<file path="src/rtl/mem_access_pkg.sv">
// Shared types and encodings for the memory-access stage.
// Contents: datapath widths, FSM state enum, msize/funct3 encodings,
//           writeback packet struct, alignment helper.
package mem_access_pkg;

  localparam int unsigned XLEN   = 64;
  localparam int unsigned REG_AW = 5;
  localparam int unsigned STRB_W = XLEN / 8;

  typedef enum logic [1:0] {
    S_IDLE = 2'd0,
    S_REQ  = 2'd1,
    S_WAIT = 2'd2,
    S_DONE = 2'd3
  } mem_state_t;

  typedef logic [1:0] msize_t;
  localparam msize_t MSIZE_B = 2'd0;
  localparam msize_t MSIZE_H = 2'd1;
  localparam msize_t MSIZE_W = 2'd2;
  localparam msize_t MSIZE_D = 2'd3;

  localparam logic [2:0] F3_B  = 3'b000;
  localparam logic [2:0] F3_H  = 3'b001;
  localparam logic [2:0] F3_W  = 3'b010;
  localparam logic [2:0] F3_D  = 3'b011;
  localparam logic [2:0] F3_BU = 3'b100;
  localparam logic [2:0] F3_HU = 3'b101;
  localparam logic [2:0] F3_WU = 3'b110;

  typedef struct packed {
    logic [XLEN-1:0]   pc;
    logic              regwrite;
    logic [REG_AW-1:0] dst;
    logic [XLEN-1:0]   result;
    logic              misalign;
  } memory_data_t;

  // True when the low address bits are not a multiple of the access size.
  function automatic logic is_misaligned(input logic [2:0] off, input msize_t size);
    logic mis;
    case (size)
      MSIZE_B: mis = 1'b0;
      MSIZE_H: mis = off[0];
      MSIZE_W: mis = |off[1:0];
      default: mis = |off;
    endcase
    return mis;
  endfunction

endpackage

</file>
<file path="src/rtl/mem_access_if.sv">
// Data-bus (dbus) bundle between the memory stage and the memory system.
// master: drives dreq_valid/addr/size/strobe/data, receives dresp_*.
// slave : the memory side, the mirror image.
interface mem_access_if;
  import mem_access_pkg::*;

  logic              dreq_valid;
  logic [XLEN-1:0]   dreq_addr;
  logic [2:0]        dreq_size;
  logic [STRB_W-1:0] dreq_strobe;
  logic [XLEN-1:0]   dreq_data;
  logic              dresp_addr_ok;
  logic              dresp_data_ok;
  logic [XLEN-1:0]   dresp_data;

  modport master (
    output dreq_valid, dreq_addr, dreq_size, dreq_strobe, dreq_data,
    input  dresp_addr_ok, dresp_data_ok, dresp_data
  );

  modport slave (
    input  dreq_valid, dreq_addr, dreq_size, dreq_strobe, dreq_data,
    output dresp_addr_ok, dresp_data_ok, dresp_data
  );
endinterface

</file>
<file path="src/rtl/mem_align.sv">
// Purely combinational lane alignment for the memory stage.
// Ports: off_i (addr[2:0]), funct3_i (size/sign), wdata_i (rs2), rdata_i
//        (raw lane data); strobe_o, wdata_o (lane-aligned store), rdata_o
//        (shifted and sign/zero-extended load value).
module mem_align
  import mem_access_pkg::*;
(
  input  logic [2:0]        off_i,
  input  logic [2:0]        funct3_i,
  input  logic [XLEN-1:0]   wdata_i,
  input  logic [XLEN-1:0]   rdata_i,
  output logic [STRB_W-1:0] strobe_o,
  output logic [XLEN-1:0]   wdata_o,
  output logic [XLEN-1:0]   rdata_o
);

  logic [STRB_W-1:0] base_mask;
  logic [XLEN-1:0]   rshift;
  logic              sx;

  // Store side: bytes beyond lane 7 fall off the 8-bit strobe.
  always_comb begin
    case (msize_t'(funct3_i[1:0]))
      MSIZE_B: base_mask = 8'h01;
      MSIZE_H: base_mask = 8'h03;
      MSIZE_W: base_mask = 8'h0F;
      default: base_mask = 8'hFF;
    endcase
    strobe_o = STRB_W'(base_mask << off_i);
    wdata_o  = wdata_i << {off_i, 3'b000};
  end

  // Load side: bring the addressed byte to lane 0, then extend.
  always_comb begin
    rshift = rdata_i >> {off_i, 3'b000};
    sx     = ~funct3_i[2];
    case (msize_t'(funct3_i[1:0]))
      MSIZE_B: rdata_o = {{(XLEN-8){sx & rshift[7]}},   rshift[7:0]};
      MSIZE_H: rdata_o = {{(XLEN-16){sx & rshift[15]}}, rshift[15:0]};
      MSIZE_W: rdata_o = {{(XLEN-32){sx & rshift[31]}}, rshift[31:0]};
      default: rdata_o = rshift;
    endcase
  end

endmodule

</file>
<file path="src/rtl/mem_access.sv">
// RV64 memory stage: takes one execute result at a time, runs the dbus
// valid/addr_ok/data_ok handshake for loads/stores and emits a registered
// one-cycle writeback packet.
// Ports: clk, reset (sync, active-high); in_* execute handshake and operands;
//        dbus (mem_access_if.master); out_* writeback packet.
// Build option: MEM_MISALIGN_CHECK_EN -- misaligned memory ops skip the bus
//        and complete with out_misalign set and the address as result.
module mem_access
  import mem_access_pkg::*;
(
  input  logic              clk,
  input  logic              reset,
  input  logic              in_valid,
  output logic              in_ready,
  input  logic [XLEN-1:0]   in_pc,
  input  logic              in_is_load,
  input  logic              in_is_store,
  input  logic [2:0]        in_funct3,
  input  logic [XLEN-1:0]   in_alu,
  input  logic [XLEN-1:0]   in_wdata,
  input  logic [REG_AW-1:0] in_dst,
  input  logic              in_regwrite,
  mem_access_if.master      dbus,
  output logic              out_valid,
  output logic [XLEN-1:0]   out_pc,
  output logic              out_regwrite,
  output logic [REG_AW-1:0] out_dst,
  output logic [XLEN-1:0]   out_result,
  output logic              out_misalign
);

  mem_state_t        state_q, state_d;
  logic              ready_q, ready_d;
  logic [XLEN-1:0]   pc_q, pc_d;
  logic              is_load_q, is_load_d;
  logic              is_store_q, is_store_d;
  logic [2:0]        funct3_q, funct3_d;
  logic [XLEN-1:0]   addr_q, addr_d;
  logic [REG_AW-1:0] dst_q, dst_d;
  logic              regwrite_q, regwrite_d;

  logic              dreq_valid_q, dreq_valid_d;
  logic [XLEN-1:0]   dreq_addr_q, dreq_addr_d;
  logic [2:0]        dreq_size_q, dreq_size_d;
  logic [STRB_W-1:0] dreq_strobe_q, dreq_strobe_d;
  logic [XLEN-1:0]   dreq_data_q, dreq_data_d;

  logic              out_valid_q, out_valid_d;
  memory_data_t      out_q, out_d;

  logic [2:0]        al_off_c, al_f3_c;
  logic [STRB_W-1:0] al_strobe_c;
  logic [XLEN-1:0]   al_wdata_c, al_rdata_c;
  memory_data_t      fin_pkt_c;

  // One aligner serves both directions: store lanes are built from the live
  // inputs at accept time, load data is extracted later from latched address.
  assign al_off_c = (state_q == S_IDLE) ? in_alu[2:0] : addr_q[2:0];
  assign al_f3_c  = (state_q == S_IDLE) ? in_funct3   : funct3_q;

  mem_align u_align (
    .off_i    (al_off_c),
    .funct3_i (al_f3_c),
    .wdata_i  (in_wdata),
    .rdata_i  (dbus.dresp_data),
    .strobe_o (al_strobe_c),
    .wdata_o  (al_wdata_c),
    .rdata_o  (al_rdata_c)
  );

  // Packet for a completed bus transaction; stores never write rd.
  always_comb begin
    fin_pkt_c          = '0;
    fin_pkt_c.pc       = pc_q;
    fin_pkt_c.regwrite = regwrite_q & ~is_store_q;
    fin_pkt_c.dst      = dst_q;
    fin_pkt_c.result   = is_load_q ? al_rdata_c : addr_q;
    fin_pkt_c.misalign = 1'b0;
  end

  // Next-state and output logic.
  always_comb begin
    state_d       = state_q;
    pc_d          = pc_q;
    is_load_d     = is_load_q;
    is_store_d    = is_store_q;
    funct3_d      = funct3_q;
    addr_d        = addr_q;
    dst_d         = dst_q;
    regwrite_d    = regwrite_q;
    dreq_valid_d  = dreq_valid_q;
    dreq_addr_d   = dreq_addr_q;
    dreq_size_d   = dreq_size_q;
    dreq_strobe_d = dreq_strobe_q;
    dreq_data_d   = dreq_data_q;
    out_valid_d   = 1'b0;
    out_d         = out_q;

    case (state_q)
      S_IDLE: begin
        if (in_valid) begin
          pc_d       = in_pc;
          is_load_d  = in_is_load;
          is_store_d = in_is_store;
          funct3_d   = in_funct3;
          addr_d     = in_alu;
          dst_d      = in_dst;
          regwrite_d = in_regwrite;
          if (!(in_is_load || in_is_store)) begin
            state_d        = S_DONE;
            out_valid_d    = 1'b1;
            out_d.pc       = in_pc;
            out_d.regwrite = in_regwrite;
            out_d.dst      = in_dst;
            out_d.result   = in_alu;
            out_d.misalign = 1'b0;
          end
`ifdef MEM_MISALIGN_CHECK_EN
          else if (is_misaligned(in_alu[2:0], msize_t'(in_funct3[1:0]))) begin
            state_d        = S_DONE;
            out_valid_d    = 1'b1;
            out_d.pc       = in_pc;
            out_d.regwrite = 1'b0;
            out_d.dst      = in_dst;
            out_d.result   = in_alu;
            out_d.misalign = 1'b1;
          end
`endif
          else begin
            state_d       = S_REQ;
            dreq_valid_d  = 1'b1;
            dreq_addr_d   = in_alu;
            dreq_size_d   = {1'b0, in_funct3[1:0]};
            dreq_strobe_d = in_is_store ? al_strobe_c : '0;
            dreq_data_d   = in_is_store ? al_wdata_c  : '0;
          end
        end
      end
      S_REQ: begin
        if (dbus.dresp_addr_ok) begin
          dreq_valid_d = 1'b0;
          if (dbus.dresp_data_ok) begin
            state_d     = S_DONE;
            out_valid_d = 1'b1;
            out_d       = fin_pkt_c;
          end else begin
            state_d = S_WAIT;
          end
        end
      end
      S_WAIT: begin
        if (dbus.dresp_data_ok) begin
          state_d     = S_DONE;
          out_valid_d = 1'b1;
          out_d       = fin_pkt_c;
        end
      end
      default: begin
        state_d = S_IDLE;
      end
    endcase

    ready_d = (state_d == S_IDLE);
  end

  // State and output registers; reset drops any pending transaction.
  always_ff @(posedge clk) begin
    if (reset) begin
      state_q       <= S_IDLE;
      ready_q       <= 1'b1;
      pc_q          <= '0;
      is_load_q     <= 1'b0;
      is_store_q    <= 1'b0;
      funct3_q      <= '0;
      addr_q        <= '0;
      dst_q         <= '0;
      regwrite_q    <= 1'b0;
      dreq_valid_q  <= 1'b0;
      dreq_addr_q   <= '0;
      dreq_size_q   <= '0;
      dreq_strobe_q <= '0;
      dreq_data_q   <= '0;
      out_valid_q   <= 1'b0;
      out_q         <= '0;
    end else begin
      state_q       <= state_d;
      ready_q       <= ready_d;
      pc_q          <= pc_d;
      is_load_q     <= is_load_d;
      is_store_q    <= is_store_d;
      funct3_q      <= funct3_d;
      addr_q        <= addr_d;
      dst_q         <= dst_d;
      regwrite_q    <= regwrite_d;
      dreq_valid_q  <= dreq_valid_d;
      dreq_addr_q   <= dreq_addr_d;
      dreq_size_q   <= dreq_size_d;
      dreq_strobe_q <= dreq_strobe_d;
      dreq_data_q   <= dreq_data_d;
      out_valid_q   <= out_valid_d;
      out_q         <= out_d;
    end
  end

  assign in_ready         = ready_q;
  assign dbus.dreq_valid  = dreq_valid_q;
  assign dbus.dreq_addr   = dreq_addr_q;
  assign dbus.dreq_size   = dreq_size_q;
  assign dbus.dreq_strobe = dreq_strobe_q;
  assign dbus.dreq_data   = dreq_data_q;
  assign out_valid        = out_valid_q;
  assign out_pc           = out_q.pc;
  assign out_regwrite     = out_q.regwrite;
  assign out_dst          = out_q.dst;
  assign out_result       = out_q.result;
  assign out_misalign     = out_q.misalign;

endmodule

</file>
<file path="src/flat_wrapper.sv">
// flat-port wrapper written by rule: the top's interface ports become plain ports
module mem_access_flat import mem_access_pkg::*;
  (clk, reset, in_valid, in_ready, in_pc, in_is_load, in_is_store, in_funct3, in_alu, in_wdata, in_dst, in_regwrite, out_valid, out_pc, out_regwrite, out_dst, out_result, out_misalign, dbus_dreq_valid, dbus_dreq_addr, dbus_dreq_size, dbus_dreq_strobe, dbus_dreq_data, dbus_dresp_addr_ok, dbus_dresp_data_ok, dbus_dresp_data);
  mem_access_if dbus_i ();
  input  logic clk;
  input  logic reset;
  input  logic in_valid;
  output logic in_ready;
  input  logic [XLEN-1:0] in_pc;
  input  logic in_is_load;
  input  logic in_is_store;
  input  logic [2:0] in_funct3;
  input  logic [XLEN-1:0] in_alu;
  input  logic [XLEN-1:0] in_wdata;
  input  logic [REG_AW-1:0] in_dst;
  input  logic in_regwrite;
  output logic out_valid;
  output logic [XLEN-1:0] out_pc;
  output logic out_regwrite;
  output logic [REG_AW-1:0] out_dst;
  output logic [XLEN-1:0] out_result;
  output logic out_misalign;
  output wire logic [$bits(dbus_i.dreq_valid)-1:0] dbus_dreq_valid;
  output wire logic [$bits(dbus_i.dreq_addr)-1:0] dbus_dreq_addr;
  output wire logic [$bits(dbus_i.dreq_size)-1:0] dbus_dreq_size;
  output wire logic [$bits(dbus_i.dreq_strobe)-1:0] dbus_dreq_strobe;
  output wire logic [$bits(dbus_i.dreq_data)-1:0] dbus_dreq_data;
  input wire logic [$bits(dbus_i.dresp_addr_ok)-1:0] dbus_dresp_addr_ok;
  input wire logic [$bits(dbus_i.dresp_data_ok)-1:0] dbus_dresp_data_ok;
  input wire logic [$bits(dbus_i.dresp_data)-1:0] dbus_dresp_data;
  assign dbus_dreq_valid = dbus_i.dreq_valid;
  assign dbus_dreq_addr = dbus_i.dreq_addr;
  assign dbus_dreq_size = dbus_i.dreq_size;
  assign dbus_dreq_strobe = dbus_i.dreq_strobe;
  assign dbus_dreq_data = dbus_i.dreq_data;
  assign dbus_i.dresp_addr_ok = dbus_dresp_addr_ok;
  assign dbus_i.dresp_data_ok = dbus_dresp_data_ok;
  assign dbus_i.dresp_data = dbus_dresp_data;
  mem_access u_core (.clk(clk), .reset(reset), .in_valid(in_valid), .in_ready(in_ready), .in_pc(in_pc), .in_is_load(in_is_load), .in_is_store(in_is_store), .in_funct3(in_funct3), .in_alu(in_alu), .in_wdata(in_wdata), .in_dst(in_dst), .in_regwrite(in_regwrite), .dbus(dbus_i), .out_valid(out_valid), .out_pc(out_pc), .out_regwrite(out_regwrite), .out_dst(out_dst), .out_result(out_result), .out_misalign(out_misalign));
endmodule
</file>
<file path="config.mk">
export PLATFORM = sky130hd
export DESIGN_NAME = mem_access_flat
export DESIGN_NICKNAME = d
export VERILOG_FILES = /design/src/rtl/mem_access_pkg.sv /design/src/rtl/mem_access_if.sv /design/src/rtl/mem_align.sv /design/src/rtl/mem_access.sv /design/src/flat_wrapper.sv
export SDC_FILE = /design/constraint.sdc
export NUM_CORES = 1
export LEC_CHECK = 0
export CELL_PAD_IN_SITES_DETAIL_PLACEMENT = 0
export CELL_PAD_IN_SITES_GLOBAL_PLACEMENT = 1
export CORE_AREA = 2 2 237 239
export CTS_BUF_LIST = sky130_fd_sc_hd__clkbuf_8
export DETAILED_ROUTE_END_ITERATION = 8
export DIE_AREA = 0 0 239 241
export GPL_TIMING_DRIVEN = 0
export PLACE_DENSITY_LB_ADDON = 0.05
export SLEW_MARGIN = 40
export SYNTH_ARGS = -nofsm -noshare
export SYNTH_HDL_FRONTEND = slang
export SYNTH_SLANG_ARGS = --single-unit
</file>
<file path="constraint.sdc">
create_clock -name clk -period 3.3 [get_ports clk]
set_input_delay 0.825 -clock clk [delete_from_list [all_inputs] [get_ports clk]]
set_output_delay 0.825 -clock clk [all_outputs]
set_load 0.05 [all_outputs]
</file>
* Word-level counts from Yosys, hierarchy flattened
Cells that the tools add are included.
** Operators by class
- Equality and inequality tests :: 8
- $lt $le $gt $ge :: 0
- Muxes and demuxes :: 27
- Reduce and logical (&&, ||, !) cells :: 10
- Shift operators :: 3
- Div/mod/pow operators :: 0
- $mul :: 0
- Bitwise logic cells :: 6
- Add/subtract/negate cells :: 0
** Operators with widths (number)
- 135-bit two-way mux :: 4
- 135-bit case mux with 3 select lines :: 1
- 64-bit case mux with 3 select lines :: 1
- 64-bit two-way mux :: 2
- 64-bit by 6-bit << shifter with 64-bit output :: 1
- 64-bit by 6-bit right shift with 64-bit output :: 1
- 8-bit case mux with 3 select lines :: 1
- 1-bit two-way mux :: 8
- 2-bit two-way mux :: 4
- 8-bit two-way mux :: 1
- 2-bit != test (second input constant) :: 4
- 4-bit AND reduction :: 2
- 8-bit by 3-bit << shifter with 8-bit output :: 1
- 2-bit zero test :: 3
- 3-bit two-way mux :: 2
- 2-bit case mux with 3 select lines :: 1
- 1-bit AND :: 4
- 2-bit by 1-bit == test with 1-bit output (second input constant) :: 2
- 2-bit == test (second input constant) :: 2
- 1-bit case mux with 3 select lines :: 1
- 3-bit AND reduction :: 1
- 3-bit nonzero test :: 1
- 1-bit NOT :: 2
- 1-bit case mux with 2 select lines :: 1
- other kinds (3) :: 3
** Word-level totals
- Word-level logic and storage cells :: 74
- Memory bits (read-only) :: 0
- Output and inout port bits :: 277
- Memories kept :: 0
- Latch bits :: 0
- Bits of input ports :: 272
- Flip-flop bits (word level) :: 417
- Bits in writable memories :: 0

* Longest topological paths before layout
Gate-level depths: netlist of the first run.
- Depth after elaboration :: 9
- Depth in mapped cells :: 13

* Modules after synthesis
A second synthesis of the first run with hierarchy kept.
** Second synthesis, totals
- Cell total of the unflattened synthesis :: 2632
- Area total of the unflattened synthesis :: 20971.4 um^2
** By module, submodules not included
- mem_access :: times used 1, cells an instance 2005, area each 16802.4 um^2
- mem_align :: times used 1, cells an instance 627, area each 4169.0 um^2

* Worst setup path after synthesis of the first run
No wires, ideal clock.
- Path kind :: input port to flip-flop
- Start point :: input in_alu[0]
- End point :: register u_core.dreq_data_q[61], in the netlist u_core.dbus.dreq_data[61]
- Data required time :: 3.172 ns
- Stages on the path :: 9
- Path buffers :: 3
- Slack :: 0.720 ns
- Arrival :: 2.453 ns
- Library setup time :: 0.128 ns
- Cells stage by stage :: mux2i_2 > buf_4 > buf_2 > buf_2 > mux2i_1 > mux2i_1 > mux2_2 > a22oi_1 > nor2_1
** On the way
- Word-level cells in the longest chain between the ends :: 3
** Ends and longest elaborated chain
- start: declaration :: line flat_wrapper.sv:13 : input logic [XLEN-1:0] in_alu;
- 3-bit two-way mux :: line mem_access.sv:58 : assign al_off_c = (state_q == S_IDLE) ? in_alu[2:0] : addr_q[2:0];
- 64-bit by 6-bit << shifter with 64-bit output :: line mem_align.sv:30 : wdata_o = wdata_i << {off_i, 3'b000};
- 64-bit two-way mux :: line mem_access.sv:135 : dreq_data_d = in_is_store ? al_wdata_c : '0;
- end signal: assignment :: line mem_access.sv:199 : dreq_data_q <= dreq_data_d;
- end: declaration :: line mem_access.sv:46 : logic [XLEN-1:0] dreq_data_q, dreq_data_d;
No other way between the ends.
A chain may end at the register's enable or synchronous reset.

* Worst setup path after layout of the first run
- Start point :: register u_core.state_q[0]
- End point :: register u_core.out_q (netlist bit u_core.out_result[27])
** On the way
- Word-level cells in the longest chain between the ends :: 9
- Elaborated cells between the ends (all ways) :: 22
- Classes of those cells :: 7 x eq/ne; 1 x shift; 7 x mux; 3 x bitwise; 4 x reduce/logical
** Ends and longest elaborated chain
- start: declaration :: line mem_access.sv:32 : mem_state_t state_q, state_d;
- start signal: assignment :: line mem_access.sv:186 : state_q <= state_d;
- 2-bit zero test :: line mem_access.sv:58, mem_access.sv:59, mem_access.sv:99
- 3-bit two-way mux (on tied branches) :: line mem_access.sv:58, mem_access.sv:59
- 64-bit by 6-bit right shift with 64-bit output or 1-bit NOT (tied branches) :: line mem_align.sv:35, mem_align.sv:36
- 1-bit AND (on tied branches) :: line mem_align.sv:39, mem_align.sv:38
- 64-bit case mux with 3 select lines :: line mem_align.sv:37 : case (msize_t'(funct3_i[1:0]))
- 64-bit two-way mux :: line mem_access.sv:77 : fin_pkt_c.result = is_load_q ? al_rdata_c : addr_q;
- 135-bit two-way mux :: line mem_access.sv:142, mem_access.sv:152
- 135-bit two-way mux :: line mem_access.sv:140 : if (dbus.dresp_addr_ok) begin
- 135-bit case mux with 3 select lines :: line mem_access.sv:99 : case (state_q)
- end signal: assignment :: line mem_access.sv:201 : out_q <= out_d;
- end: declaration :: line mem_access.sv:49 : memory_data_t out_q, out_d;
Several ways; a longest one is shown, not always the timed one. The select of a mux whose other input is x is not followed.

==> results.py, run 1 <==
metrics = {
    "status": {
        "status": "complete, no violations",
    },
    "sta": {
        "worst_slew_pin_slew_ns": 0.8596,
        "finalSetupTns_ns": 0,
        "drv_slew": 0,
        "rsz0062_at_grt": "true",
        "setup_violations": 0,
        "clock.fmax_ghz": 0.3038,
        "slew_headroom": 0.4269,
        "hold_violations": 0,
        "worst_slack_ns": 0.007841,
        "fin_skew_ns": 0.03431,
        "min_period_ns": 3.292,
        "fin_crit_sh": 0.9976,
    },
    "cts": {
        "htree_num_levels": 3,
        "numClockSinks": 416,
        "clk_pin_slew_ns": 0.06,
        "cts-root-buf": "clkbuf_8",
        "cts_buffer_depth": 3,
        "tritoncts": "yes",
        "cts_buffers": 76,
        "clock_latency_ns": 0.66,
    },
    "routing": {
        "ant_nets": 0,
        "drc": 0,
        "wl_per_cell_um": 25.68,
        "vias": 21410,
        "drt_first_pass_iters": 7,
        "wirelength_um": 97090,
        "drtIter0Drc": 1599,
        "vias_per_cell": 5.662,
    },
    "global_routing": {
        "antenna_found_initial": 11,
        "use_met2": 0.5199,
        "grt_overflow": 0,
        "gr-max-usage-layer": "met2",
        "grt_max_degree": 11,
        "grt_usage": 0.3250,
        "met3_usage": 0.09711,
        "grt_pass1_vias": 20600,
        "met1_usage": 0.4131,
        "grt_pass1_wl_um": 137100,
    },
    "worst_setup_path": {
        "cp_data_required_time_ns": 3.83,
        "worstSetupEndpointType": "flop",
        "critPathKind": "reg2reg",
        "arrival_ns": 3.82,
        "cp_max_fo": 10,
        "setup.worst_path.start_class": "flop",
    },
    "die": {
        "die_y_um": 241,
        "dieArea_um2": 57600,
        "core_area_um2": 54880,
        "die_w_um": 239,
        "rows": 86,
        "io_pins": 549,
        "start_util": 0.3579,
    },
    "placement": {
        "place_hpwl_um": 76080,
        "io_buffers": 545,
        "dp_slack_ns": -0.9633,
        "gp_congestion": 1.000,
        "place_inst": 3647,
    },
    "synthesis": {
        "synth_seq_cells": 416,
        "synth_area_um2": 19640,
        "synthCells": 2397,
        "ys_seq_area_frac": 0.4240,
        "async_flop_share": 0,
        "syn_area_per_cell_um2": 8.195,
        "ys.flop_type": "dfxtp_1",
        "synthDistinctLibCells": 56,
        "synth_edf_count": 0,
        "ys_warn_count": 0,
    },
    "power_and_ir_drop": {
        "worst_ir_drop_vdd_v": 0.0005142,
        "switching_share": 0.4969,
        "p_leak_uw": 0.01019,
        "p_int_uw": 14230,
        "seqPwrFrac": 0.251,
        "total_power_uw": 28290,
        "switchingPower_uw": 14060,
        "power_density_nw_per_um2": 1023,
        "p_comb_frac": 0.580,
        "clkPwrFrac": 0.169,
    },
    "layout": {
        "nets": 3299,
        "area_delta_synth_final_pct": 40.77,
        "final_core_util": 0.5039,
        "drive_above_1_share": 0.07910,
        "fin_cells": 3781,
    },
    "run": {
        "drv_cap": 0,
    },
    "min_path": {
        "hp-class": "reg2reg",
    },
}
[cell usage after synthesis (2+ instances only)]
cell / n / area share
a311oi_1: 12 / 0.0054
o21ai_1: 3 / 0.00076
a21o_1: 8 / 0.0031
nand4_1: 3 / 0.00096
a22o_1: 16 / 0.0071
o2bb2ai_1: 7 / 0.0031
or2_2: 10 / 0.0032
nor3_1: 14 / 0.0036
inv_1: 3 / 0.00057
a21oi_1: 285 / 0.073
clkbuf_1: 172 / 0.033
mux2_2: 14 / 0.0080
or3_1: 40 / 0.013
a32oi_1: 3 / 0.0013
a31oi_1: 2 / 0.00064
buf_2: 20 / 0.0051
a2bb2oi_1: 13 / 0.0058
buf_4: 6 / 0.0023
buf_6: 6 / 0.0034
and3_1: 8 / 0.0025
o221ai_1: 2 / 0.00089
nand2_1: 550 / 0.11
nor4_1: 7 / 0.0022
nor2_1: 204 / 0.039
ha_1: 4 / 0.0025
o21ai_0: 51 / 0.013
a211oi_1: 93 / 0.036
o22ai_1: 30 / 0.0096
a22oi_1: 48 / 0.018
mux2i_1: 164 / 0.084
buf_1: 13 / 0.0025
dfxtp_1: 416 / 0.42
o211ai_1: 49 / 0.019
a221oi_1: 47 / 0.021
mux2i_2: 2 / 0.0014
nand2b_1: 5 / 0.0016
nand3_1: 20 / 0.0051
and2_1: 4 / 0.0013
mux4_2: 26 / 0.030
[registers in the layout, summed over array words and instances, names as in the netlist, 8 cells and up]
signal / flops
u_core.addr_q: 64
u_core.dbus.dreq_addr: 64
u_core.dbus.dreq_data: 64
u_core.out_pc: 64
u_core.out_result: 64
u_core.pc_q: 64
u_core.dbus.dreq_strobe: 8
[cells by family (layout without fill, tap and decap cells)]
family | after synthesis | in the layout | synth area share
AO/OA/AOI/OAI | 676 | 676 | 0.2216
other | 1 | 7 | 0.0001909
flip-flops | 416 | 416 | 0.4240
AND/OR/NAND/NOR | 872 | 872 | 0.1802
multiplexers | 207 | 207 | 0.1240
adder cells (fa/ha/maj) | 4 | 4 | 0.002548
buffers and inverters | 221 | 895 | 0.04752
[path summary, 6_finish.rpt]
path	startpoint	end	slack (ns)	cells after the start
setup / recovery	u_core.state_q[0]	u_core.out_result[27]	0.008	12
hold / removal	u_core.addr_q[33]	u_core.addr_q[33]	0.45	2
setup reg to reg	u_core.state_q[0]	u_core.out_result[27]	0.008	12
hold reg to reg	u_core.addr_q[33]	u_core.addr_q[33]	0.45	2
[layout by cell type, fill, tap and decap left out, drive strengths merged, types with 49 or more instances in the layout]
cell type and count:
a211oi 93, o211ai 49, o21ai 54, clkdlybuf4s50 545
clkbuf 267, a21oi 285, dfxtp 416, nor2 205
nand2 550, mux2i 167
[worst max-delay path, stage by stage (launching register included)]
cell      delay, ns
dfxtp_1        0.41
inv_1          0.09
ha_1           0.21
buf_6          0.14
mux2i_2        0.27
buf_4          0.25
buf_6          0.20
buf_4          0.28
mux2i_1        0.43
o22ai_1        0.17
a221oi_1       0.30
a311oi_2       0.20
a21o_1         0.20
[stage by stage]
step           hold slack [ns]  area, µm²
6_report                0.4508      27650
5_1_grt                 0.4660      27650
4_1_cts                 0.4522      27510
3_5_place_dp            0.4442      26010
3_3_place_gp            0.4375      25980
2_1_floorplan           0.4324      19650
[layout make-up]
class	instances	area, µm²
Buffer	218	980.9
Antenna cell	5	12.51
Fill cell	5354	27230
Clock buffer	89	1225
Multi-Input combinational cell	1761	10530
Clock inverter	38	196.4
Timing Repair Buffer	547	5483
Inverter	3	11.26
Sequential cell	416	8328
Tap cell	704	880.8
[per-layer routing]
layer / share of wire / vias to the layer above
li1: - / 9777
met1: 0.41 / 10340
met2: 0.45 / 1085
met3: 0.098 / 196
met4: 0.037 / 8
met5: 0.00054 / -
[what timing repair did]
action / in CTS / in global routing
resized for setup: 19 / 53
pin swaps: 1 / 0
hold buffers: 0 / 0
setup endpoints to repair: 74 / 132
buffers inserted: 2 / 0
[power by group through the flow]
stage                     sequential (µW)  combinational, µW  clock (µW)
final                                7110              16400        4770
after floorplan                     10500               6900           0
after global placement               7160              15900           0
after CTS                            7120              16100        4850
after detailed placement             7200              16000           0
after global routing                 7250              17200        5080
No activity file was read; power rests on OpenSTA's default activity.
==> inputs of run 2 (changes only) <==
--- a/config.mk
+++ b/config.mk
@@ -13,7 +13,9 @@
 export DIE_AREA = 0 0 239 241
 export GPL_TIMING_DRIVEN = 0
 export PLACE_DENSITY_LB_ADDON = 0.05
+export REMOVE_ABC_BUFFERS = 1
 export SLEW_MARGIN = 40
 export SYNTH_ARGS = -nofsm -noshare
 export SYNTH_HDL_FRONTEND = slang
 export SYNTH_SLANG_ARGS = --single-unit
+export TNS_END_PERCENT = 10
==> run 2 against run 1 <==
Compared with the run above:
- non-clock buffer count decreased by 133
- setup slack improved by 0.11 ns
- global-route usage decreased by 4.2 points
- critical endpoint is now u_core.out_result[38]
- routed wire length decreased by 13%
- critical path type unchanged
- sequential share of layout area decreased by 0.79 points
- clock skew decreased by 0.014 ns
- sequential cell count unchanged
- cell count decreased by 2.9%
- register-to-register slack improved by 0.11 ns
==> results.py, run 2 (synthesis gave the netlist of run 1 again) <==
metrics = {
    "status": {
        "status": "complete, no violations",
    },
    "die": {
        "io_pins": 549,
        "core_area_um2": 54880,
        "die_y_um": 241,
        "dieArea_um2": 57600,
        "start_util": 0.3579,
        "die_w_um": 239,
        "rows": 86,
    },
    "sta": {
        "min_period_ns": 3.178,
        "clock.fmax_ghz": 0.3147,
        "finalSetupTns_ns": 0,
        "setup_violations": 0,
        "worst_slew_pin_slew_ns": 0.8113,
        "hold_violations": 0,
        "slew_headroom": 0.4571,
        "fin_skew_ns": 0.02041,
        "fin_crit_sh": 0.9630,
        "drv_slew": 0,
    },
    "min_path": {
        "hp-class": "reg2reg",
    },
    "global_routing": {
        "antenna_found_initial": 24,
        "grt_usage": 0.2830,
        "grt_overflow": 0,
        "grt_pass1_vias": 19520,
        "grt_max_degree": 87,
        "grt_pass1_wl_um": 124200,
    },
    "routing": {
        "drt_first_pass_iters": 5,
        "vias_per_cell": 5.512,
        "wirelength_um": 84610,
        "drtIter0Drc": 1432,
        "vias": 20230,
        "ant_nets": 0,
        "wl_per_cell_um": 23.05,
        "drc": 0,
    },
    "cts": {
        "cts_buffers": 79,
        "cts-root-buf": "clkbuf_8",
        "htree_num_levels": 3,
        "clk_pin_slew_ns": 0.06,
        "tritoncts": "yes",
        "clock_latency_ns": 0.68,
        "cts_buffer_depth": 3,
        "numClockSinks": 416,
    },
    "run": {
        "drv_cap": 0,
    },
    "layout": {
        "final_common_cell": "nand2_1",
        "area_delta_synth_final_pct": 44.65,
        "drive_above_1_share": 0.09936,
        "final_core_util": 0.5178,
        "nets": 3171,
        "final-seq-area_um2": 8332,
        "multi_input_area_um2": 10680,
        "layout_common_cells": "nand2_1 (547), clkdlybuf4s50_1 (544), dfxtp_1 (415)",
        "nFillCells": 5108,
    },
    "worst_setup_path": {
        "critPathKind": "reg2reg",
        "cp_max_fo": 14,
        "crit_chain": "inv_1, ha_4, mux2i_4, buf_8, buf_8, mux2i_4, a32o_2, nor4_4, a2111oi_4, buf_4, buf_4, buf_4, a221oi_1",
        "crit_slowest_cell": "a2111oi_4",
        "worstSetupEndpointType": "flop",
        "cpMostUsedCell": "buf_4",
        "cp_data_required_time_ns": 3.82,
        "setup.worst_path.start_class": "flop",
        "arrival_ns": 3.70,
        "cp_slowest_stage_delay_ns": 0.36,
    },
    "power_and_ir_drop": {
        "total_power_uw": 29030,
        "worst_ir_drop_vdd_v": 0.0005183,
        "p_leak_uw": 0.01056,
        "power_density_nw_per_um2": 1022,
    },
    "placement": {
        "io_buffers": 546,
        "gp_congestion": 0.8320,
        "place_hpwl_um": 58950,
    },
}
[run 2: area by class of cell]
cell class	count	area share
antenna	17	0.001497
clock buffer	101	0.04892
clock inverter	34	0.007398
inverter	3	0.0005725
multi-input combinational	1763	0.3759
sequential	416	0.2932
tap	704	0.03100
timing repair buffer	632	0.2414
[run 2: report_power, final]
part,switching (µW),leakage [µW],internal [µW]
clock,2380,0.000909,2840
sequential,702,0.00341,6350
combinational,10600,0.00625,6120
[run 2: what timing repair did]
item / CTS / global route
endpoints found under the setup margin: 56 / 21
setup buffers: 11 / 8
pin swaps: 3 / 3
endpoints found under the hold margin: 0 / 0
gates cloned: 2 / 1
hold buffers: 0 / 0
gates resized for setup: 11 / 14
[run 2: worst paths after layout]
check,start,endpoint,slack (ns),cells after the start
setup / recovery,u_core.state_q[0],u_core.out_result[38],0.12,13
hold / removal,u_core.addr_q[61],u_core.addr_q[61],0.45,2
setup reg to reg,u_core.state_q[0],u_core.out_result[38],0.12,13
hold reg to reg,u_core.addr_q[61],u_core.addr_q[61],0.45,2
[run 2: critical path: cells and delay by family, from the launching register on]
family | cells | cell delay [ns]
AOI/OAI and AO/OA | 3 | 0.68
adders and majority gates | 1 | 0.25
buffers and inverters | 6 | 1.07
DFF | 1 | 0.34
muxes | 2 | 0.58
and+or+nand+nor | 1 | 0.07
[run 2: metal layers]
metal,routed length (µm),global-route usage,share of wire,up-vias
met5,81,0,0.00096,-
met4,2052,0.1049,0.024,14
met3,7084,0.08395,0.084,141
met2,40200,0.4565,0.48,742
met1,35180,0.3576,0.42,9763
li1,-,-,-,9570
[run 2: per-stage QoR]
step                      setup slack [ns]  cells  area [µm²]  hold slack, ns
after global placement              -27.31   3430       25070          0.4346
after global routing             -0.009085   3670       28410          0.4642
after CTS                         0.002117   3645       28230          0.4519
after detailed placement            -1.375   3497       26470          0.4384
final                               0.1222   3670       28410          0.4490
after floorplan                     -8.348   2180       18720          0.4264
